==> config.mk <==
export PLATFORM = sky130hd
export DESIGN_NAME = sha256_round_ctrl_flat
export DESIGN_NICKNAME = d
export VERILOG_FILES = /design/src/rtl/sha256_round_ctrl_if.sv /design/src/rtl/sha256_round_ctrl.sv /design/src/flat_wrapper.sv
export SDC_FILE = /design/constraint.sdc
export NUM_CORES = 1
export LEC_CHECK = 0
export BUFFER_PORTS_ARGS = -buffer_cell sky130_fd_sc_hd__buf_4
export CORE_AREA = 2 2 455 457
export CTS_CLUSTER_SIZE = 24
export DETAILED_ROUTE_END_ITERATION = 6
export DIE_AREA = 0 0 457 459
export PLACE_DENSITY = 0.3
export SLEW_MARGIN = 15
export SYNTH_ARGS = -nofsm -noshare
export SYNTH_HDL_FRONTEND = slang
export SYNTH_SLANG_ARGS = --single-unit
==> constraint.sdc <==
create_clock -name clk_fast -period 6.6 [get_ports clk_fast]
set_input_delay 0.33 -clock clk_fast [delete_from_list [all_inputs] [get_ports clk_fast]]
set_output_delay 0.33 -clock clk_fast [all_outputs]
set_load 0.02 [all_outputs]
==> src/rtl/sha256_round_ctrl_if.sv <==
// Host job handshake and core control bundle for sha256_round_ctrl.
// The slave modport is the controller's view; master is the host/core side.
interface sha256_round_ctrl_if;
    logic         job_valid;
    logic         job_ready;
    logic [511:0] job_template;
    logic [31:0]  nonce_start;
    logic [31:0]  nonce_count;
    logic         abort;
    logic         busy;
    logic         done;
    logic         hit;
    logic [31:0]  hit_nonce;
    logic [511:0] message;
    logic [6:0]   round;
    logic         rotate_W;
    logic         start;
    logic         round_enable;
    logic         enable_last_addition;
    logic         idle_rst;
    logic [31:0]  K;
    logic         found;

    modport slave (
        input  job_valid, job_template, nonce_start, nonce_count, abort, found,
        output job_ready, busy, done, hit, hit_nonce, message, round, rotate_W,
               start, round_enable, enable_last_addition, idle_rst, K
    );

    modport master (
        output job_valid, job_template, nonce_start, nonce_count, abort, found,
        input  job_ready, busy, done, hit, hit_nonce, message, round, rotate_W,
               start, round_enable, enable_last_addition, idle_rst, K
    );
endinterface

==> src/rtl/sha256_round_ctrl.sv <==
// SHA-256 round sequencer / nonce job controller: LOAD, PREP, 64 rounds, FINAL, CHECK per nonce.
// Define SHA_NONCE_SWEEP_EN to sweep nonce_count nonces; otherwise one hash per job.
module sha256_round_ctrl #(
    parameter int NONCE_LSB = 96
) (
    input logic clk_fast,
    input logic rst,
    sha256_round_ctrl_if.slave bus
);

    typedef enum logic [2:0] {IDLE, LOAD, PREP, ROUND, FINAL, CHECK} state_t;

    localparam logic [31:0] K_TAB [64] = '{
        32'h428a2f98, 32'h71374491, 32'hb5c0fbcf, 32'he9b5dba5, 32'h3956c25b, 32'h59f111f1, 32'h923f82a4, 32'hab1c5ed5,
        32'hd807aa98, 32'h12835b01, 32'h243185be, 32'h550c7dc3, 32'h72be5d74, 32'h80deb1fe, 32'h9bdc06a7, 32'hc19bf174,
        32'he49b69c1, 32'hefbe4786, 32'h0fc19dc6, 32'h240ca1cc, 32'h2de92c6f, 32'h4a7484aa, 32'h5cb0a9dc, 32'h76f988da,
        32'h983e5152, 32'ha831c66d, 32'hb00327c8, 32'hbf597fc7, 32'hc6e00bf3, 32'hd5a79147, 32'h06ca6351, 32'h14292967,
        32'h27b70a85, 32'h2e1b2138, 32'h4d2c6dfc, 32'h53380d13, 32'h650a7354, 32'h766a0abb, 32'h81c2c92e, 32'h92722c85,
        32'ha2bfe8a1, 32'ha81a664b, 32'hc24b8b70, 32'hc76c51a3, 32'hd192e819, 32'hd6990624, 32'hf40e3585, 32'h106aa070,
        32'h19a4c116, 32'h1e376c08, 32'h2748774c, 32'h34b0bcb5, 32'h391c0cb3, 32'h4ed8aa4a, 32'h5b9cca4f, 32'h682e6ff3,
        32'h748f82ee, 32'h78a5636f, 32'h84c87814, 32'h8cc70208, 32'h90befffa, 32'ha4506ceb, 32'hbef9a3f7, 32'hc67178f2
    };

    state_t       state, state_nxt;
    logic [5:0]   rnd, rnd_nxt;
    logic [511:0] tmpl;
    logic [31:0]  nonce;
    logic [31:0]  hit_nonce_reg;
    logic [31:0]  k_reg;
    logic         accept;
    logic         last;

`ifdef SHA_NONCE_SWEEP_EN
    logic [31:0] remaining;
    assign last = (remaining <= 32'd1);
`else
    logic unused_count;
    assign unused_count = ^bus.nonce_count;
    assign last = 1'b1;
`endif

    assign accept        = (state == IDLE) && bus.job_valid;
    assign bus.K         = k_reg;
    assign bus.hit_nonce = hit_nonce_reg;

    always_comb begin
        bus.message = tmpl;
        bus.message[NONCE_LSB +: 32] = nonce;
    end

    always_comb begin
        state_nxt                = state;
        rnd_nxt                  = rnd;
        bus.job_ready            = (state == IDLE);
        bus.busy                 = (state != IDLE);
        bus.done                 = 1'b0;
        bus.hit                  = 1'b0;
        bus.round                = 7'd0;
        bus.rotate_W             = 1'b0;
        bus.start                = 1'b0;
        bus.round_enable         = 1'b0;
        bus.enable_last_addition = 1'b0;
        bus.idle_rst             = 1'b0;
        unique case (state)
            IDLE: if (bus.job_valid) state_nxt = LOAD;
            LOAD: begin
                bus.start    = 1'b1;
                bus.idle_rst = 1'b1;
                state_nxt    = PREP;
            end
            PREP: begin
                // W0+H pre-add cycle; the round counter is primed for ROUND 0
                bus.rotate_W = 1'b1;
                rnd_nxt      = 6'd0;
                state_nxt    = ROUND;
            end
            ROUND: begin
                bus.round_enable = 1'b1;
                bus.rotate_W     = (rnd != 6'd63);
                bus.round        = {1'b0, rnd};
                if (rnd == 6'd63) state_nxt = FINAL;
                else              rnd_nxt   = rnd + 6'd1;
            end
            FINAL: begin
                bus.enable_last_addition = 1'b1;
                bus.round                = 7'd64;
                state_nxt                = CHECK;
            end
            CHECK: begin
                bus.round = 7'd64;
                if (bus.found || last) begin
                    bus.done  = 1'b1;
                    bus.hit   = bus.found;
                    state_nxt = IDLE;
                end else begin
                    state_nxt = LOAD;
                end
            end
            default: state_nxt = IDLE;
        endcase
        // abort overrides every active state and suppresses the done pulse
        if (state != IDLE && bus.abort) begin
            state_nxt = IDLE;
            bus.done  = 1'b0;
            bus.hit   = 1'b0;
        end
    end

    always_ff @(posedge clk_fast) begin
        if (rst) begin
            state         <= IDLE;
            rnd           <= 6'd0;
            k_reg         <= 32'd0;
            tmpl          <= '0;
            nonce         <= 32'd0;
            hit_nonce_reg <= 32'd0;
`ifdef SHA_NONCE_SWEEP_EN
            remaining     <= 32'd0;
`endif
        end else begin
            state <= state_nxt;
            rnd   <= rnd_nxt;
            // K is registered so it lines up with the round it belongs to
            k_reg <= (state_nxt == ROUND) ? K_TAB[rnd_nxt] : 32'd0;
            if (accept) begin
                tmpl          <= bus.job_template;
                nonce         <= bus.nonce_start;
                hit_nonce_reg <= 32'd0;
`ifdef SHA_NONCE_SWEEP_EN
                remaining     <= (bus.nonce_count == 32'd0) ? 32'd1 : bus.nonce_count;
`endif
            end else if (state == CHECK && !bus.abort) begin
                if (bus.found) begin
                    hit_nonce_reg <= nonce;
                end
`ifdef SHA_NONCE_SWEEP_EN
                else if (!last) begin
                    nonce     <= nonce + 32'd1;
                    remaining <= remaining - 32'd1;
                end
`endif
            end
        end
    end

endmodule

==> src/flat_wrapper.sv <==
// flat-port wrapper written by rule: the top's interface ports become plain ports
module sha256_round_ctrl_flat 
#(
    parameter int NONCE_LSB = 96
)
  (clk_fast, rst, bus_job_valid, bus_job_template, bus_nonce_start, bus_nonce_count, bus_abort, bus_found, bus_job_ready, bus_busy, bus_done, bus_hit, bus_hit_nonce, bus_message, bus_round, bus_rotate_W, bus_start, bus_round_enable, bus_enable_last_addition, bus_idle_rst, bus_K);
  sha256_round_ctrl_if bus_i ();
  input logic clk_fast;
  input logic rst;
  input wire logic [$bits(bus_i.job_valid)-1:0] bus_job_valid;
  input wire logic [$bits(bus_i.job_template)-1:0] bus_job_template;
  input wire logic [$bits(bus_i.nonce_start)-1:0] bus_nonce_start;
  input wire logic [$bits(bus_i.nonce_count)-1:0] bus_nonce_count;
  input wire logic [$bits(bus_i.abort)-1:0] bus_abort;
  input wire logic [$bits(bus_i.found)-1:0] bus_found;
  output wire logic [$bits(bus_i.job_ready)-1:0] bus_job_ready;
  output wire logic [$bits(bus_i.busy)-1:0] bus_busy;
  output wire logic [$bits(bus_i.done)-1:0] bus_done;
  output wire logic [$bits(bus_i.hit)-1:0] bus_hit;
  output wire logic [$bits(bus_i.hit_nonce)-1:0] bus_hit_nonce;
  output wire logic [$bits(bus_i.message)-1:0] bus_message;
  output wire logic [$bits(bus_i.round)-1:0] bus_round;
  output wire logic [$bits(bus_i.rotate_W)-1:0] bus_rotate_W;
  output wire logic [$bits(bus_i.start)-1:0] bus_start;
  output wire logic [$bits(bus_i.round_enable)-1:0] bus_round_enable;
  output wire logic [$bits(bus_i.enable_last_addition)-1:0] bus_enable_last_addition;
  output wire logic [$bits(bus_i.idle_rst)-1:0] bus_idle_rst;
  output wire logic [$bits(bus_i.K)-1:0] bus_K;
  assign bus_i.job_valid = bus_job_valid;
  assign bus_i.job_template = bus_job_template;
  assign bus_i.nonce_start = bus_nonce_start;
  assign bus_i.nonce_count = bus_nonce_count;
  assign bus_i.abort = bus_abort;
  assign bus_i.found = bus_found;
  assign bus_job_ready = bus_i.job_ready;
  assign bus_busy = bus_i.busy;
  assign bus_done = bus_i.done;
  assign bus_hit = bus_i.hit;
  assign bus_hit_nonce = bus_i.hit_nonce;
  assign bus_message = bus_i.message;
  assign bus_round = bus_i.round;
  assign bus_rotate_W = bus_i.rotate_W;
  assign bus_start = bus_i.start;
  assign bus_round_enable = bus_i.round_enable;
  assign bus_enable_last_addition = bus_i.enable_last_addition;
  assign bus_idle_rst = bus_i.idle_rst;
  assign bus_K = bus_i.K;
  sha256_round_ctrl #(.NONCE_LSB(NONCE_LSB)) u_core (.clk_fast(clk_fast), .rst(rst), .bus(bus_i));
endmodule
==> results of run 1 <==
critical path, delay by kind of cell, from the launching register on:
family / cells / cell delay [ps]
buf+inv: 3 / 980
simple gates: 3 / 1210
flops: 1 / 510
compound gates: 4 / 870
fa+ha+maj: 1 / 910
layer usage:
layer	global-route usage, %	vias up	routed length, um	share of wire [%]
li1	-	13056	-	-
met1	17.7	12965	66200	41
met2	25.5	1116	79500	49
met3	4.64	206	12900	7.9
met4	3.91	14	4150	2.6
met5	0	-	90	0.055
stage by stage:
stage          util [%]  instances  cell area [um^2]  worst slack (ps)
2_1_floorplan         -       2986             22800              3400
3_3_place_gp       16.4       6586             33800              2080
3_5_place_dp       16.4       6586             33800              2100
4_1_cts            20.4       7285             42000              2080
5_1_grt            20.4       7289             42000              1720
6_report           20.4       7292             42000              1960
logic make-up (layout without fill, tap and decap cells):
group	Yosys count	count (layout)	synth area share, %
flops	585	585	51.4
fa+ha+maj	9	9	0.494
other cells	0	7	0
simple gates	1316	1316	22.8
compound gates	811	811	20.1
xor+xnor	1	1	0.0384
buf+inv	261	1856	5.06
mux	3	3	0.137
worst max path at each step:
stage | from | endpoint | slack [ps] | cells after the start
2_1_floorplan | u_core.rnd[1]$_SDFF_PP0_ | u_core.bus.K[25]$_SDFF_PP0_ | 3400 | 14
3_3_place_gp | u_core.state[1]$_SDFF_PP0_ | u_core.bus.K[21]$_SDFF_PP0_ | 2080 | 10
3_5_place_dp | u_core.state[1]$_SDFF_PP0_ | u_core.bus.K[27]$_SDFF_PP0_ | 2100 | 10
4_1_cts | u_core.state[1]$_SDFF_PP0_ | u_core.bus.K[27]$_SDFF_PP0_ | 2080 | 10
5_1_grt | u_core.state[1]$_SDFF_PP0_ | u_core.bus.K[22]$_SDFF_PP0_ | 1720 | 11
6_report | u_core.state[1]$_SDFF_PP0_ | u_core.bus.K[22]$_SDFF_PP0_ | 1960 | 11
power by group:
group | switching [mW] | internal [mW]
combinational | 1.09 | 0.823
clock | 1.96 | 2.71
sequential | 0.131 | 3.74
placed cells by master, fill, tap and decap left out, types with 20 or more instances in the layout:
cell                            instances
sky130_fd_sc_hd__dlygate4sd3_1        547
sky130_fd_sc_hd__dfxtp_1              585
sky130_fd_sc_hd__buf_4               1141
sky130_fd_sc_hd__o211ai_1              20
sky130_fd_sc_hd__nand3_1               28
sky130_fd_sc_hd__nand2_1             1149
sky130_fd_sc_hd__o21ai_0               49
sky130_fd_sc_hd__clkbuf_16             85
sky130_fd_sc_hd__a21oi_1              597
sky130_fd_sc_hd__nor2_1                56
area by class of cell:
type / count / area [um^2]
Inverter: 11 / 43.8
Multi-Input combinational cell: 2140 / 9950
Clock buffer: 121 / 2450
Tap cell: 2704 / 3380
Sequential cell: 585 / 11700
Fill cell: 23315 / 164000
Timing Repair Buffer: 1693 / 14100
Clock inverter: 31 / 320
Antenna cell: 7 / 17.5
==> run summary, run 1 <==
### Hold path
* hold path startpoint: bus_job_template[87]
* end of the worst hold path: u_core.tmpl[87]$_SDFFE_PP0P_
* worst hold path type: in -> reg
* Worst Hold Depth: 3

### Power and ir drop
* Power per Cell Area: 249 nW/um^2
* Leak: 17.5 nW
* highest ir drop seen on vdd: 195 uV
* PnR Total Power: 10.5 mW

### Synth
* number of synthesized flops with an enable pin: 0
* cell area after technology mapping: 22,800 um^2
* post-synthesis sequential element count: 585
* most numerous cell types in the synthesized netlist: sky130_fd_sc_hd__nand2_1, sky130_fd_sc_hd__a21oi_1, sky130_fd_sc_hd__dfxtp_1
* Yosys warning total: 0
* leading cell type by number of instances after synthesis: sky130_fd_sc_hd__nand2_1
* post-synthesis cell type with the largest combined area: sky130_fd_sc_hd__dfxtp_1
* distinct cell type count after synthesis: 82
* share of the synthesized area in the top cell type: 51.4%
* total nets after synthesis: 3,576
* average cell area after synthesis: 7.64 um^2
* Area contributors post-synth: sky130_fd_sc_hd__dfxtp_1, sky130_fd_sc_hd__nand2_1, sky130_fd_sc_hd__a21oi_1
* share of the yosys chip area belonging to registers: 51.4%
* asr flop ratio synth: 0%
* prevailing post-synth register cell: sky130_fd_sc_hd__dfxtp_1
* cell count after synthesis: 2,986

### STA
* number of max-slew violations in the final report: 0
* Total Neg Setup Slack: 0 ps
* final hold violation count: 0
* relative slew slack: 19.9%
* final setup violation count: 0
* largest clock skew in the final design: 19.9 ps
* upper clock frequency limit: 0.216 GHz
* Fin Hold WS: 137 ps
* Worst Tran Pin Value: 1200 ps
* share of the cycle needed by the critical path after routing: 70.3%
* final critical delay including setup and external delays: 4640 ps
* unrepaired setup endpoints after global routing: no

### Cells and area
* nets: 5,105
* fraction of layout cells with a size suffix above 1: 28.8%
* register name with the most flops: u_core.tmpl
* flip-flop count of the largest register after layout: 480
* synthesis-to-finish area growth: 84.3%

### Floorplan
* Std-Cell Rows: 167
* floorplan die area: 210,000 um^2
* starting density of the core: 11.1%
* floorplan die height: 459 um
* core area: 206,000 um^2
* io pins: 1,173
* horizontal extent of the die: 457 um

### Setup path
* CP max-delay cell: sky130_fd_sc_hd__ha_1
* required time of the critical path: 7170 ps
* peak per-stage delay on the critical path: 910 ps
* Most Frequent Cell on Critical Path: sky130_fd_sc_hd__inv_1
* WS Path Type: reg -> reg
* FF-to-FF Start: u_core.state[1]$_SDFF_PP0_
* sort of element at the end of the critical path: flip-flop
* slack of the worst reg-to-reg path: 1960 ps
* Worst R2R Path Depth: 11
* cells along the critical path: nor2b_1 > o21ai_4 > a32oi_4 > buf_4 > inv_1 > ha_1 > inv_1 > nand2_1 > a21oi_1 > o311ai_0 > nand3_1
* endpoint arrival time on the critical path: 5210 ps
* biggest fanout along the worst timing path: 31
* kind of launch point of the worst setup path: flip-flop
* FF-to-FF End: u_core.bus.K[22]$_SDFF_PP0_

### Routing
* vias after detailed routing: 27.4k
* Routed Wire Length: 163 mm
* via/cell ratio: 3.75
* average routed wire per standard cell: 22.3 um
* iteration-0 DRC count of the detailed router: 1,663
* detailed-router iteration count before antenna repair: 5
* DRC violations left: 0
* count of nets left with antenna violations after detail routing: 0

### CTS
* cts bufs inserted: 84
* count of clock tree sinks: 585
* CTS tree: yes
* clock insertion delay at the later pin of the skew report: 710 ps
* post-CTS setup buffers: 0
* number of buffers inserted by hold repair at cts: 547
* Clock Root Buffer: sky130_fd_sc_hd__clkbuf_16
* total of cells resized after clock tree synthesis: 0
* maximum buffer depth of the clock tree: 3
* CTS H-Tree Depth: 3
* Clk pin slew, worst setup/hold paths: 60 ps

### Global routing
* wire length of the first global-routing pass: 223 mm
* overall routing resource usage: 14.8%
* maximum number of pins on one net before global-route repair: 177
* number of global-route vias before repair: 27.6k
* antenna violations before repair: 31
* total global routing overflow: 0

### Place
* count of input and output buffers: 1,108
* last weighted congestion value of the routability-driven placer: 0.843
* hpwl dp: 124 mm

### Status
* result of the run: finished clean

### Job
* max-capacitance violation count: 0

No activity file was read; power rests on OpenSTA's default activity.
==> run 2: changes to the inputs <==
--- a/config.mk
+++ b/config.mk
@@ -5,11 +5,12 @@
 export SDC_FILE = /design/constraint.sdc
 export NUM_CORES = 1
 export LEC_CHECK = 0
+export ABC_AREA = 1
 export BUFFER_PORTS_ARGS = -buffer_cell sky130_fd_sc_hd__buf_4
-export CORE_AREA = 2 2 455 457
+export CORE_AREA = 2 2 457 459
 export CTS_CLUSTER_SIZE = 24
 export DETAILED_ROUTE_END_ITERATION = 6
-export DIE_AREA = 0 0 457 459
+export DIE_AREA = 0 0 459 461
 export PLACE_DENSITY = 0.3
 export SLEW_MARGIN = 15
 export SYNTH_ARGS = -nofsm -noshare
==> constraint.sdc (replaced) <==
create_clock -name clk_fast -period 3.8 [get_ports clk_fast]
set_input_delay 0.19 -clock clk_fast [delete_from_list [all_inputs] [get_ports clk_fast]]
set_output_delay 0.19 -clock clk_fast [all_outputs]
set_load 0.02 [all_outputs]
==> run 2 against run 1 <==
Worst setup slack worse by 1600 ps. Largest power group unchanged. Non-clock buffer count up 45. Die area up 0.88%. Count of clock-buffer cells in the layout up 11. Sequential cell count unchanged. First-iteration DRC count up 0.60%. Hold slack worse by 8.1 ps. Global-route usage up 1.9 points. Highest routed layer unchanged.
==> run summary, run 2 <==
### Power and ir drop
* cell-internal power: 13.3 mW, +83%
* net switching fraction of the power: 33.7%, +3.2 points
* Reg power frac: 34.7%, -2.3 points
* Comb pwr share: 24.6%, +6.3 points
* net switching power figure: 6.75 mW, +110%
* Leak: 18.2 nW, +4.0%
* PnR Total Power: 20.0 mW, +92%
* Power per Cell Area: 464 nW/um^2, +86%
* highest ir drop seen on vdd: 318 uV, +63%
* clock network power share: 40.7%, -3.9 points

### Routing
* met2 wire length: 87.9 mm, +11%
* count of nets left with antenna violations after detail routing: 0, unchanged
* via/cell ratio: 3.86, +2.8%
* routed length on met3: 17.0 mm, +33%
* met1 WL: 75.9 mm, +15%
* Routed Wire Length: 184 mm, +13%
* iteration-0 DRC count of the detailed router: 1,673, +0.60%
* DRC violations left: 0, unchanged
* average routed wire per standard cell: 24.6 um, +10%
* vias after detailed routing: 29.0k, +5.8%
* top layer in use: met5
* detailed-router iteration count before antenna repair: 5, unchanged

### Floorplan
* Std-Cell Rows: 167, unchanged
* horizontal extent of the die: 459 um, +0.44%
* core area: 206,000 um^2, +0.41%
* starting density of the core: 11.4%, +0.29 points
* io pins: 1,173, unchanged
* floorplan die area: 212,000 um^2, +0.88%
* floorplan die height: 461 um, +0.44%

### STA
* number of max-slew violations in the final report: 0, unchanged
* unrepaired setup endpoints after global routing: no
* upper clock frequency limit: 0.287 GHz, +33%
* relative slew slack: 22.9%, +2.9 points
* final hold violation count: 0, unchanged
* final setup violation count: 0, unchanged
* Fin Hold WS: 129 ps, -8.14 ps
* final critical-path setup slack: 312 ps, -1650 ps
* Worst Tran Pin Value: 1160 ps, -43.8 ps
* largest clock skew in the final design: 46.8 ps, +26.9 ps
* share of the cycle needed by the critical path after routing: 91.8%, +21 points
* final critical delay including setup and external delays: 3490 ps, -1150 ps
* Total Neg Setup Slack: 0 ps, unchanged

### Global routing
* antenna violations before repair: 50, +61%
* maximum number of pins on one net before global-route repair: 166, -6.2%
* wire length of the first global-routing pass: 250 mm, +12%
* number of global-route vias before repair: 29.7k, +7.5%
* overall routing resource usage: 16.7%, +1.9 points
* total global routing overflow: 0, unchanged

### Job
* max-capacitance violation count: 0, unchanged

### Synth
* share of the synthesized area in the top cell type: 49.9%, -1.5 points
* most numerous cell types in the synthesized netlist: sky130_fd_sc_hd__nand2_1, sky130_fd_sc_hd__nand3_1, sky130_fd_sc_hd__a21oi_1
* leading cell type by number of instances after synthesis: sky130_fd_sc_hd__nand2_1
* post-synthesis cell type with the largest combined area: sky130_fd_sc_hd__dfxtp_1
* asr flop ratio synth: 0%, unchanged
* cell count after synthesis: 3,184, +6.6%
* total nets after synthesis: 3,774, +5.5%
* cell area after technology mapping: 23,500 um^2, +3.0%
* number of synthesized flops with an enable pin: 0, unchanged
* share of the yosys chip area belonging to registers: 49.9%, -1.5 points
* distinct cell type count after synthesis: 35, -57%
* post-synthesis sequential element count: 585, unchanged
* Area contributors post-synth: sky130_fd_sc_hd__dfxtp_1, sky130_fd_sc_hd__nand3_1, sky130_fd_sc_hd__nand2_1
* Yosys warning total: 0, unchanged
* average cell area after synthesis: 7.38 um^2, -3.4%
* prevailing post-synth register cell: sky130_fd_sc_hd__dfxtp_1

### Cells and area
* synthesis-to-finish area growth: 84.1%, about the same
* register name with the most flops: u_core.tmpl
* flip-flop count of the largest register after layout: 480, unchanged
* most common cell after layout, fill and taps aside: sky130_fd_sc_hd__buf_4
* fill cell total of the finished layout: 23.3k, +0.030%
* fraction of layout cells with a size suffix above 1: 28.1%, -0.70 points
* nets: 5,319, +4.2%
* top library cells by usage in the layout, fill and taps aside: sky130_fd_sc_hd__buf_4, sky130_fd_sc_hd__nand2_1, sky130_fd_sc_hd__nand3_1, sky130_fd_sc_hd__a21oi_1, sky130_fd_sc_hd__dfxtp_1
* Util after Layout: 20.9%, +0.51 points

### Place
* minimum setup slack after placement: 343 ps, -1760 ps
* hpwl dp: 142 mm, +15%
* last weighted congestion value of the routability-driven placer: 0.892, +5.8%
* count of input and output buffers: 1,108, unchanged

### Setup path
* endpoint arrival time on the critical path: 4130 ps, -1080 ps
* WS Path Type: reg -> reg
* kind of launch point of the worst setup path: flip-flop
* required time of the critical path: 4440 ps, -2730 ps
* sort of element at the end of the critical path: flip-flop
* biggest fanout along the worst timing path: 8, -74%

### CTS
* cts bufs inserted: 83, -1.2%
* total of cells resized after clock tree synthesis: 0, unchanged
* CTS tree: yes
* count of clock tree sinks: 585, unchanged
* Clock Root Buffer: sky130_fd_sc_hd__clkbuf_16
* maximum buffer depth of the clock tree: 3, unchanged
* Clk pin slew, worst setup/hold paths: 50 ps, about the same
* CTS H-Tree Depth: 3, unchanged
* clock insertion delay at the later pin of the skew report: 740 ps, +30 ps

### Hold path
* worst hold path type: in -> reg

### Status
* result of the run: finished clean

-- run 2: worst max-delay path, cell delays in order, from the launching register on --
cell	delay [ps]
sky130_fd_sc_hd__dfxtp_1	410
sky130_fd_sc_hd__ha_1	240
sky130_fd_sc_hd__nand3_2	160
sky130_fd_sc_hd__nor2_4	170
sky130_fd_sc_hd__nand2_4	110
sky130_fd_sc_hd__nand3_1	120
sky130_fd_sc_hd__nand2_1	280
sky130_fd_sc_hd__ha_1	580
sky130_fd_sc_hd__inv_1	140
sky130_fd_sc_hd__nand2_1	320
sky130_fd_sc_hd__nand2_1	200
sky130_fd_sc_hd__o211ai_1	120
sky130_fd_sc_hd__a21oi_1	110
sky130_fd_sc_hd__nor2_1	280
sky130_fd_sc_hd__buf_4	170
-- run 2: worst paths after layout --
check | startpoint | endpoint | slack, ps | cells after the start
max reg2reg | u_core.rnd[0]$_SDFF_PP0_ | u_core.bus.K[12]$_SDFF_PP0_ | 310 | 14
max | u_core.rnd[0]$_SDFF_PP0_ | u_core.bus.K[12]$_SDFF_PP0_ | 310 | 14
min reg2reg | u_core.tmpl[143]$_SDFFE_PP0P_ | u_core.tmpl[143]$_SDFFE_PP0P_ | 460 | 2
min | bus_job_valid | u_core.tmpl[502]$_SDFFE_PP0P_ | 130 | 4
-- run 2: power by group through the flow --
stage | Clock [mW] | Combinational (mW) | Sequential, mW
floorplan | 0 | 1.44 | 7.61
global placement | 0 | 4.49 | 7.06
detailed placement | 0 | 4.48 | 7.07
CTS | 8.52 | 5.07 | 6.95
global route | 8.72 | 5.33 | 7.01
finish | 8.16 | 4.93 | 6.95
-- run 2: area by class of cell --
| type | instances | area (um^2) | share of cell area [%] |
|---|---|---|---|
| multi-input cells | 2256 | 10400 | 24.0 |
| repair buffers | 1738 | 14700 | 34.0 |
| clock inverters | 19 | 273 | 0.631 |
| clock buffers | 132 | 2510 | 5.81 |
| flip-flops and latches | 585 | 11700 | 27.1 |
| diodes | 11 | 27.5 | 0.0637 |
| well taps | 2704 | 3380 | 7.82 |
| inverters | 65 | 250 | 0.579 |
-- run 2: logic make-up after synthesis --
kind of cell,count (synthesis),synth area share [%]
flops,585,49.9
fa+ha+maj,9,0.479
simple gates,1607,29.9
compound gates,640,13.8
buf+inv,343,5.96
-- run 2: per-layer routing --
metal / GRT usage (%) / up-vias
li1: - / 13813
met2: 28.2 / 1001
met1: 20.1 / 13887
met4: 3.34 / 36
met3: 6.45 / 216
met5: 0 / -
-- run 2: timing repair --
item	4_1_cts	5_1_grt
hold buffers	563	0
endpoints found under the hold margin	516	0
setup buffers	0	0
-- run 2: metrics by stage --
stage	instance area, um^2	cells
3_5_place_dp	34800	6785
4_1_cts	43200	7499
3_3_place_gp	34800	6785
5_1_grt	43200	7507
6_report	43200	7510
2_1_floorplan	23500	3184
